**config.mk**
```make
export PLATFORM = sky130hd
export DESIGN_NAME = jt03_mixn_flat
export DESIGN_NICKNAME = d
export VERILOG_FILES = /design/src/rtl/jt03_mixn_if.sv /design/src/rtl/jt03_mixn.sv /design/src/flat_wrapper.sv
export SDC_FILE = /design/constraint.sdc
export NUM_CORES = 1
export LEC_CHECK = 0
export CORE_ASPECT_RATIO = 0.9
export CORE_UTILIZATION = 40
export CTS_CLUSTER_DIAMETER = 150
export DETAILED_ROUTE_END_ITERATION = 8
export MAX_ROUTING_LAYER = met4
export SLEW_MARGIN = 10
export SYNTH_ARGS = -nofsm -noshare
export SYNTH_HDL_FRONTEND = slang
export SYNTH_SLANG_ARGS = --single-unit
export TNS_END_PERCENT = 50
```
**constraint.sdc**
```tcl
create_clock -name clk -period 16.46 [get_ports clk]
set_input_delay 1.646 -clock clk [delete_from_list [all_inputs] [get_ports clk]]
set_output_delay 1.646 -clock clk [all_outputs]
set_load 0.01 [all_outputs]
```
**src/rtl/jt03_mixn_if.sv**
```systemverilog
// jt03_mixn_if: bus between a controller/board and the jt03_mixn mixer.
// The clock and reset are kept as plain ports on the mixer, not in this interface.
//
// Signals:
//   cen       clock enable for the mixer
//   sample    new-sample strobe
//   ch_in     NCH*W packed source samples; source k is at [k*W+:W]
//   ch_uns    per-source flag: the source is unsigned (offset binary)
//   gain      NCH*GW packed per-source gains, unsigned Q(GW-4).4
//   peak_clr  clears the peak detector
//   snd       signed mixed sample
//   snd_valid one-clock pulse when snd updates
//   busy      a MAC sequence is in progress
//   clip      the last sample saturated
//   overrun   sticky flag: a strobe arrived while the mixer was busy
//   peak      peak |snd| since the last clear
//
// Modports:
//   master    the driving side (board logic, testbench)
//   slave     the mixer
interface jt03_mixn_if #(
    parameter int NCH = 4,
    parameter int W   = 16,
    parameter int GW  = 8,
    parameter int OW  = 16
);
    logic                cen;
    logic                sample;
    logic [NCH*W-1:0]    ch_in;
    logic [NCH-1:0]      ch_uns;
    logic [NCH*GW-1:0]   gain;
    logic                peak_clr;
    logic signed [OW-1:0] snd;
    logic                snd_valid;
    logic                busy;
    logic                clip;
    logic                overrun;
    logic [OW-1:0]       peak;

    modport master (
        output cen, sample, ch_in, ch_uns, gain, peak_clr,
        input  snd, snd_valid, busy, clip, overrun, peak
    );

    modport slave (
        input  cen, sample, ch_in, ch_uns, gain, peak_clr,
        output snd, snd_valid, busy, clip, overrun, peak
    );
endinterface

```
**src/rtl/jt03_mixn.sv**
```systemverilog
// jt03_mixn: N-source sample mixer.
//
// Operation:
//   On each sample strobe the mixer captures every source and its gain.
//   It then multiplies each source by its gain and accumulates the products
//   with one MAC, one source per enabled cycle.
//   The sum is scaled by 1/16, saturated to OW bits, and output as a single
//   mixed sample.
//
// Ports:
//   clk    system clock
//   rst_n  asynchronous active-low reset
//   bus    jt03_mixn_if.slave (cen, sample, ch_in, ch_uns, gain, peak_clr in;
//          snd, snd_valid, busy, clip, overrun, peak out)
//
// Optional feature:
//   JT03_MIXN_PEAK_EN  when defined, builds the peak |snd| detector.
//                      When not defined, peak is tied to 0.
module jt03_mixn #(
    parameter int NCH = 4,
    parameter int W   = 16,
    parameter int GW  = 8,
    parameter int OW  = 16
) (
    input  logic         clk,
    input  logic         rst_n,
    jt03_mixn_if.slave   bus
);
    localparam int IW = (NCH > 1) ? $clog2(NCH) : 1;
    localparam int AW = W + GW + $clog2(NCH);
    localparam int PW = W + GW + 1;
    localparam int RW = AW - 4;

    typedef enum logic [1:0] {IDLE, MAC, OUT} state_t;

    state_t               state_q, state_d;
    logic [W-1:0]         src_q  [NCH];
    logic [GW-1:0]        gain_q [NCH];
    logic [NCH-1:0]       uns_q;
    logic signed [AW-1:0] acc_q;
    logic [IW-1:0]        idx_q;
    logic signed [OW-1:0] snd_q, snd_d;
    logic                 valid_q, clip_q, clip_d, overrun_q;

    logic                 accept, mac_en, fire, last_idx;
    logic [W-1:0]         src_sel;
    logic [GW-1:0]        gain_sel;
    logic signed [PW-1:0] prod;
    logic signed [RW-1:0] r;
    logic [RW-OW:0]       r_hi;
    logic                 ovf;

    // Shadow copies of the sources, so the inputs may change during MAC.
    genvar gi;
    generate
        for (gi = 0; gi < NCH; gi++) begin : g_shadow
            always_ff @(posedge clk or negedge rst_n) begin
                if (!rst_n) begin
                    src_q[gi]  <= '0;
                    gain_q[gi] <= '0;
                    uns_q[gi]  <= 1'b0;
                end else if (accept) begin
                    src_q[gi]  <= bus.ch_in[gi*W +: W];
                    gain_q[gi] <= bus.gain[gi*GW +: GW];
                    uns_q[gi]  <= bus.ch_uns[gi];
                end
            end
        end
    endgenerate

    // State register
    always_ff @(posedge clk or negedge rst_n) begin
        if (!rst_n) state_q <= IDLE;
        else        state_q <= state_d;
    end

    // Next-state logic
    always_comb begin
        state_d = state_q;
        case (state_q)
            IDLE:    if (bus.cen && bus.sample) state_d = MAC;
            MAC:     if (bus.cen && last_idx)   state_d = OUT;
            OUT:     if (bus.cen)               state_d = IDLE;
            default: state_d = IDLE;
        endcase
    end

    // Decoded controls
    always_comb begin
        accept = bus.cen && bus.sample && (state_q == IDLE);
        mac_en = bus.cen && (state_q == MAC);
        fire   = bus.cen && (state_q == OUT);
    end

    assign last_idx = (idx_q == IW'(NCH - 1));

    // Offset-binary sources are re-centred by flipping the MSB.
    // The gain gets a zero bit on top so the multiply stays signed.
    assign src_sel  = {src_q[idx_q][W-1] ^ uns_q[idx_q], src_q[idx_q][W-2:0]};
    assign gain_sel = gain_q[idx_q];
    assign prod     = $signed(src_sel) * $signed({1'b0, gain_sel});

    always_ff @(posedge clk or negedge rst_n) begin
        if (!rst_n) begin
            acc_q <= '0;
            idx_q <= '0;
        end else if (accept) begin
            acc_q <= '0;
            idx_q <= '0;
        end else if (mac_en) begin
            // The product fits in W+GW signed bits, so this cast is lossless.
            acc_q <= acc_q + AW'(prod);
            idx_q <= idx_q + 1'b1;
        end
    end

    // Drop the 4 fractional gain bits. The result saturates when the bits
    // above the OW-bit sign bit are not all copies of that sign bit.
    assign r    = acc_q[AW-1:4];
    assign r_hi = r[RW-1:OW-1];
    assign ovf  = !((&r_hi) || !(|r_hi));

    always_comb begin
        clip_d = ovf;
        snd_d  = r[OW-1:0];
        if (ovf) snd_d = r[RW-1] ? {1'b1, {(OW-1){1'b0}}} : {1'b0, {(OW-1){1'b1}}};
    end

    always_ff @(posedge clk or negedge rst_n) begin
        if (!rst_n) begin
            snd_q     <= '0;
            clip_q    <= 1'b0;
            valid_q   <= 1'b0;
            overrun_q <= 1'b0;
        end else begin
            valid_q <= fire;
            if (fire) begin
                snd_q  <= snd_d;
                clip_q <= clip_d;
            end
            if (bus.cen && bus.sample && (state_q != IDLE)) overrun_q <= 1'b1;
        end
    end

    assign bus.snd       = snd_q;
    assign bus.snd_valid = valid_q;
    assign bus.clip      = clip_q;
    assign bus.overrun   = overrun_q;
    assign bus.busy      = (state_q != IDLE);

`ifdef JT03_MIXN_PEAK_EN
    logic [OW-1:0] peak_q, abs_d;

    // The most negative value has no positive twin, so its magnitude is clamped.
    always_comb begin
        abs_d = snd_d;
        if (snd_d[OW-1]) begin
            if (snd_d == {1'b1, {(OW-1){1'b0}}}) abs_d = {1'b0, {(OW-1){1'b1}}};
            else                                 abs_d = OW'(-snd_d);
        end
    end

    always_ff @(posedge clk or negedge rst_n) begin
        if (!rst_n) begin
            peak_q <= '0;
        end else if (bus.cen) begin
            if (bus.peak_clr)                  peak_q <= fire ? abs_d : '0;
            else if (fire && (abs_d > peak_q)) peak_q <= abs_d;
        end
    end

    assign bus.peak = peak_q;
`else
    assign bus.peak = '0;
`endif
endmodule

```
**src/flat_wrapper.sv**
```systemverilog
// flat-port wrapper written by rule: the top's interface ports become plain ports
module jt03_mixn_flat 
#(
    parameter int NCH = 4,
    parameter int W   = 16,
    parameter int GW  = 8,
    parameter int OW  = 16
)
  (clk, rst_n, bus_cen, bus_sample, bus_ch_in, bus_ch_uns, bus_gain, bus_peak_clr, bus_snd, bus_snd_valid, bus_busy, bus_clip, bus_overrun, bus_peak);
  jt03_mixn_if #(.NCH(NCH), .W(W), .GW(GW), .OW(OW)) bus_i ();
  input  logic clk;
  input  logic rst_n;
  input wire logic [$bits(bus_i.cen)-1:0] bus_cen;
  input wire logic [$bits(bus_i.sample)-1:0] bus_sample;
  input wire logic [$bits(bus_i.ch_in)-1:0] bus_ch_in;
  input wire logic [$bits(bus_i.ch_uns)-1:0] bus_ch_uns;
  input wire logic [$bits(bus_i.gain)-1:0] bus_gain;
  input wire logic [$bits(bus_i.peak_clr)-1:0] bus_peak_clr;
  output wire logic [$bits(bus_i.snd)-1:0] bus_snd;
  output wire logic [$bits(bus_i.snd_valid)-1:0] bus_snd_valid;
  output wire logic [$bits(bus_i.busy)-1:0] bus_busy;
  output wire logic [$bits(bus_i.clip)-1:0] bus_clip;
  output wire logic [$bits(bus_i.overrun)-1:0] bus_overrun;
  output wire logic [$bits(bus_i.peak)-1:0] bus_peak;
  assign bus_i.cen = bus_cen;
  assign bus_i.sample = bus_sample;
  assign bus_i.ch_in = bus_ch_in;
  assign bus_i.ch_uns = bus_ch_uns;
  assign bus_i.gain = bus_gain;
  assign bus_i.peak_clr = bus_peak_clr;
  assign bus_snd = bus_i.snd;
  assign bus_snd_valid = bus_i.snd_valid;
  assign bus_busy = bus_i.busy;
  assign bus_clip = bus_i.clip;
  assign bus_overrun = bus_i.overrun;
  assign bus_peak = bus_i.peak;
  jt03_mixn #(.NCH(NCH), .W(W), .GW(GW), .OW(OW)) u_core (.clk(clk), .rst_n(rst_n), .bus(bus_i));
endmodule
```
# Yosys cells after proc, flatten, opt, wreduce, memory -nomap -nowiden
# Index checks and enable logic that the tools add are counted.
# totals
reg_bits	149
in_bits	105
out_inout_bits	36
word_cells	65
# op_classes
addsub	2
n_mul	1
magnitude_cmp	2
n_eq_ne	6
muxes	18
n_bitwise	2
reduce_logical	15
# op_table
cell	count
2-to-1 mux 16 bit	4
2-to-1 mux 26 bit	2
binary-select mux 16 bit (select 2 bit)	1
adder 26 x 25 -> 26 bit	1
multiplier 16 x 9 -> 25 bit	1
binary-select mux 8 bit (select 2 bit)	1
2-to-1 mux 8 bit	2
2-to-1 mux 2 bit	5
AND reduction 7 bit	1
OR reduction 7 bit	1
logical AND 1 bit	6
case mux 2 bit (3 select lines)	1
== test 2 bit, second input constant	2
!= test 2 x 1 -> 1 bit, second input constant	2
nonzero test 2 bit	2
>= comparator 3 bit, second input constant	1
< comparator 2 x 3 -> 1 bit, second input constant	1
NOT 2 -> 3 bit	1
AND reduction 3 bit	1
adder 2 x 1 -> 2 bit, second input constant	1
binary-select mux 1 bit (select 2 bit)	1
== test 2 x 1 -> 1 bit, second input constant	1
logical NOT 1 bit	2
logical NOT 2 bit	1
other kinds (4)	4

# Depth between registers and ports, before layout
# logic_depth
depth_word	9
depth_mapped	24
depth_no_buf	21

# Worst setup path after synthesis
# OpenSTA, ideal clock, no wires.
# synth_timing
path_kind	register -> register
from	reg u_core.idx_q[0]
to	reg u_core.acc_q[24]
setup_ns	0.122
arrival_time_ns	5.997
t_required_ns	16.338
setup_slack_ns	10.341
path_stages_with_launch	22
n_path_buf	3
period_less_slack_ns	6.119
path_cell_list	dfrtp_1 > buf_2 > buf_2 > mux4_2 > buf_2 > nand2_1 > fa_1 > fa_1 > inv_1 > fa_1 > fa_1 > inv_1 > fa_1 > inv_1 > ha_1 > a211oi_1 > nor2_1 > o21ai_1 > a21oi_1 > a2111o_1 > or3_1 > a32o_1
# synth_via
elab_chain_len	9
elab_cells_between_ends	14
classes_between	add/sub: 1; mul: 1; mux: 10; bitwise: 2
# synth_lines
item	line_no	source
from (decl)	jt03_mixn.sv:41	logic [IW-1:0] idx_q;
from (signal assigned)	jt03_mixn.sv:113	idx_q <= idx_q + 1'b1;
NOT 2 -> 3 bit (implied by the code)	jt03_mixn.sv:99, jt03_mixn.sv:100	
binary-select mux 16 bit (select 2 bit)	jt03_mixn.sv:99	assign src_sel = {src_q[idx_q][W-1] ^ uns_q[idx_q], src_q[idx_q][W-2:0]};
2-to-1 mux 16 bit (implied by the code) (2 in a row)	jt03_mixn.sv:99	
bitwise XOR 1 bit	jt03_mixn.sv:99	
multiplier 16 x 9 -> 25 bit (*)	jt03_mixn.sv:101	assign prod = $signed(src_sel) * $signed({1'b0, gain_sel});
adder 26 x 25 -> 26 bit (*)	jt03_mixn.sv:112	acc_q <= acc_q + AW'(prod);
2-to-1 mux 26 bit (*)	jt03_mixn.sv:110	end else if (mac_en) begin
2-to-1 mux 26 bit (*)	jt03_mixn.sv:107	end else if (accept) begin
to (signal assigned)	jt03_mixn.sv:112	
to (decl)	jt03_mixn.sv:40	logic signed [AW-1:0] acc_q;
# Every way passes the cells marked *; elsewhere a longest branch is shown, timed or not. The select of a mux whose other input is x is not followed.
# A chain may end at the register's enable or synchronous reset.

# Final worst setup path
# layout_timing
from	reg u_core.idx_q[1]
to	reg u_core.acc_q[24]
# The elaborated chain is that of the path after synthesis.

==> flow_summary.json <==
{
  "htreeDepth": 4,
  "hold_path_depth": 1,
  "regToRegStartpoint": "u_core.idx_q[1]$_DFFE_PN0P_",
  "grt_max_degree": 89,
  "clk_pin_slew_ns": 0.08,
  "synth-edff-count": 0,
  "worstMarginPinSlew_ns": 1.06,
  "antenna_found_initial": 1,
  "synth_top_area_share_pct": 31.3,
  "layout.cells.non_filler": 1624,
  "numCtsBuffers": 17,
  "yosysWarnings": 0,
  "die_height_um": 166,
  "crit_fanout": 16,
  "placed_cell_area_mm2": 0.0134,
  "cp.required_ns": 16.80,
  "hp-class": "reg2reg",
  "mostFrequentLayoutCell": "inv_1",
  "critPathLaunchType": "flop",
  "place.gp.congestion": 0.866,
  "placed_cells": 1591,
  "hp-start": "u_core.state_q[1]$_DFFE_PN0P_",
  "synth_top_area_cell": "dfrtp_1",
  "final_nets": 1503,
  "outcome": "finished clean",
  "setup_viol": 0,
  "grt_pass1_wl_mm": 43.0,
  "wl_mm": 25.2,
  "die_w_um": 184,
  "worstPathArrival_ns": 7.04,
  "drc": 0,
  "cts_root_buffer": "clkbuf_16",
  "cts_tree": "yes",
  "async_flop_share_pct": 100,
  "dpl.hpwl_mm": 18.7,
  "ys_types": 51,
  "syn_inst": 1113,
  "period_needed_ns": 6.70,
  "grt_overflow": 0,
  "coreArea_mm2": 0.0291,
  "grt_pass1_vias": 8467,
  "worstSetupPathType": "reg2reg",
  "relSlewSlack_pct": 29.5,
  "syn_area_per_cell_um2": 10.7,
  "via_per_inst": 4.94,
  "netlist_area_mm2": 0.0119,
  "final_cell_area_mm2": 0.0140,
  "synth_seq_cells": 149,
  "finalMaxSlewViolations": 0,
  "clock-sinks": 149,
  "drt_iter0_drc": 417,
  "die_area_mm2": 0.0305,
  "numPortBuffers": 123,
  "rows": 59,
  "syn2layout_area_growth_pct": 17.4,
  "detail-route-antenna-nets": 0,
  "end_kind": "flop",
  "yosys-top-cells-area": "dfrtp_1 31%, fa_1 21%, mux2_2 9.6%",
  "hold_viol": 0,
  "cap_viol_max_count": 0,
  "grt.total_usage_pct": 18.4,
  "drive_gt1_share_pct": 13.9,
  "fmax_mhz": 149,
  "first_pass_iters": 7,
  "startpoint": "u_core.idx_q[1]$_DFFE_PN0P_",
  "hold_slack_ns": 0.455,
  "synth_flop_cell": "dfrtp_1",
  "clk_path_buf_depth": 2,
  "tns_ns": 0,
  "wl_per_cell_um": 15.5,
  "insertion_delay_ns": 0.45,
  "post-route-period-util_pct": 40.7,
  "final_cell_mix": "186 x inv_1, 148 x dfrtp_1, 125 x fa_1",
  "ys_seq_area_share_pct": 31.3,
  "ctsHoldBuffers": 0,
  "r2r_setup_slack_ns": 9.76,
  "vias": 8025,
  "cts_resized": 0,
  "reg2reg_depth": 20,
  "start_util_pct": 40.9,
  "post_cts_buffers": 0,
  "fin_skew_ns": 0.0208,
  "rsz0062_at_grt": "no",
  "ios": 141
}
-- kinds of logic after synthesis --
group,after synthesis,synth area share (%)
compound gates,134,6.88
fa+ha+maj,184,27.2
buf+inv,248,8.54
xor+xnor,25,1.84
flops,149,31.3
other cells,1,0.0315
simple gates,245,9.92
mux,127,14.3
-- registers in the layout, summed over array words and instances, names as in the netlist --
signal,flops
u_core.src_q,64
u_core.gain_q,32
u_core.acc_q,26
u_core.bus.snd,16
u_core.uns_q,4
u_core.idx_q,2
u_core.state_q,2
u_core.bus.clip,1
u_core.bus.overrun,1
u_core.bus.snd_valid,1
-- worst paths after layout --
path / end
worst max register to register: u_core.acc_q[24]$_DFFE_PN0P_
worst min register to register: u_core.state_q[0]$_DFFE_PN0P_
min in group asynchronous: u_core.acc_q[21]$_DFFE_PN0P_
worst max-delay path: u_core.acc_q[24]$_DFFE_PN0P_
max in group asynchronous: u_core.gain_q[23]$_DFFE_PN0P_
worst min-delay path: u_core.state_q[0]$_DFFE_PN0P_
-- final cells by class --
class	count	area (um2)
fill	2763	15100
multi-input combinational	731	7230
sequential	149	3730
timing repair buffer	129	1280
inverter	186	698
tap	396	495
clock buffer	19	443
clock inverter	13	113
antenna	1	2.50
-- critical path: stages, from the launching register on --
cell	delay, ns
dfrtp_1	0.70
buf_4	0.39
mux4_2	0.53
nand2_1	0.12
fa_1	0.68
inv_1	0.11
fa_1	0.58
inv_1	0.12
fa_1	0.49
inv_1	0.05
fa_1	0.47
inv_1	0.05
fa_1	0.48
inv_1	0.05
ha_1	0.41
nand2_1	0.14
nor3_1	0.28
nand2_1	0.12
nor3_1	0.39
o21ai_0	0.14
a32o_1	0.27
-- layer usage --
layer  vias to the layer above  track usage, %  part of all wire, %
met5                         -               -                    0
met4                         0            5.00                  1.3
met3                        29            3.43                  3.8
met2                       152            29.7                   50
met1                      4083            23.7                   45
li1                       3761               -                    -
-- synthesized netlist by cell type (4+ instances only) --
cell,number
a21o_1,9
dfrtp_1,149
o31ai_1,4
buf_2,17
clkbuf_1,26
nand2b_1,8
fa_1,125
nand4_1,9
inv_1,186
xnor2_1,13
o21ai_0,58
nor2_1,24
and2_1,73
nand2_1,111
a21oi_1,26
or3_1,4
ha_1,59
nor3_1,6
xor2_1,12
mux4_2,24
buf_4,17
mux2_2,101
nand3_1,5
o21bai_1,4
-- stage by stage --
stage	utilization (%)	setup WS, ns
finish	48.1	9.76
global route	48.1	9.39
CTS	48.1	9.74
detailed placement	46.2	9.78
global placement	46.2	9.80
floorplan	-	10.34
Power is not shown: default switching activity piles up to over one toggle a cycle in this logic, so the estimate is an artifact.
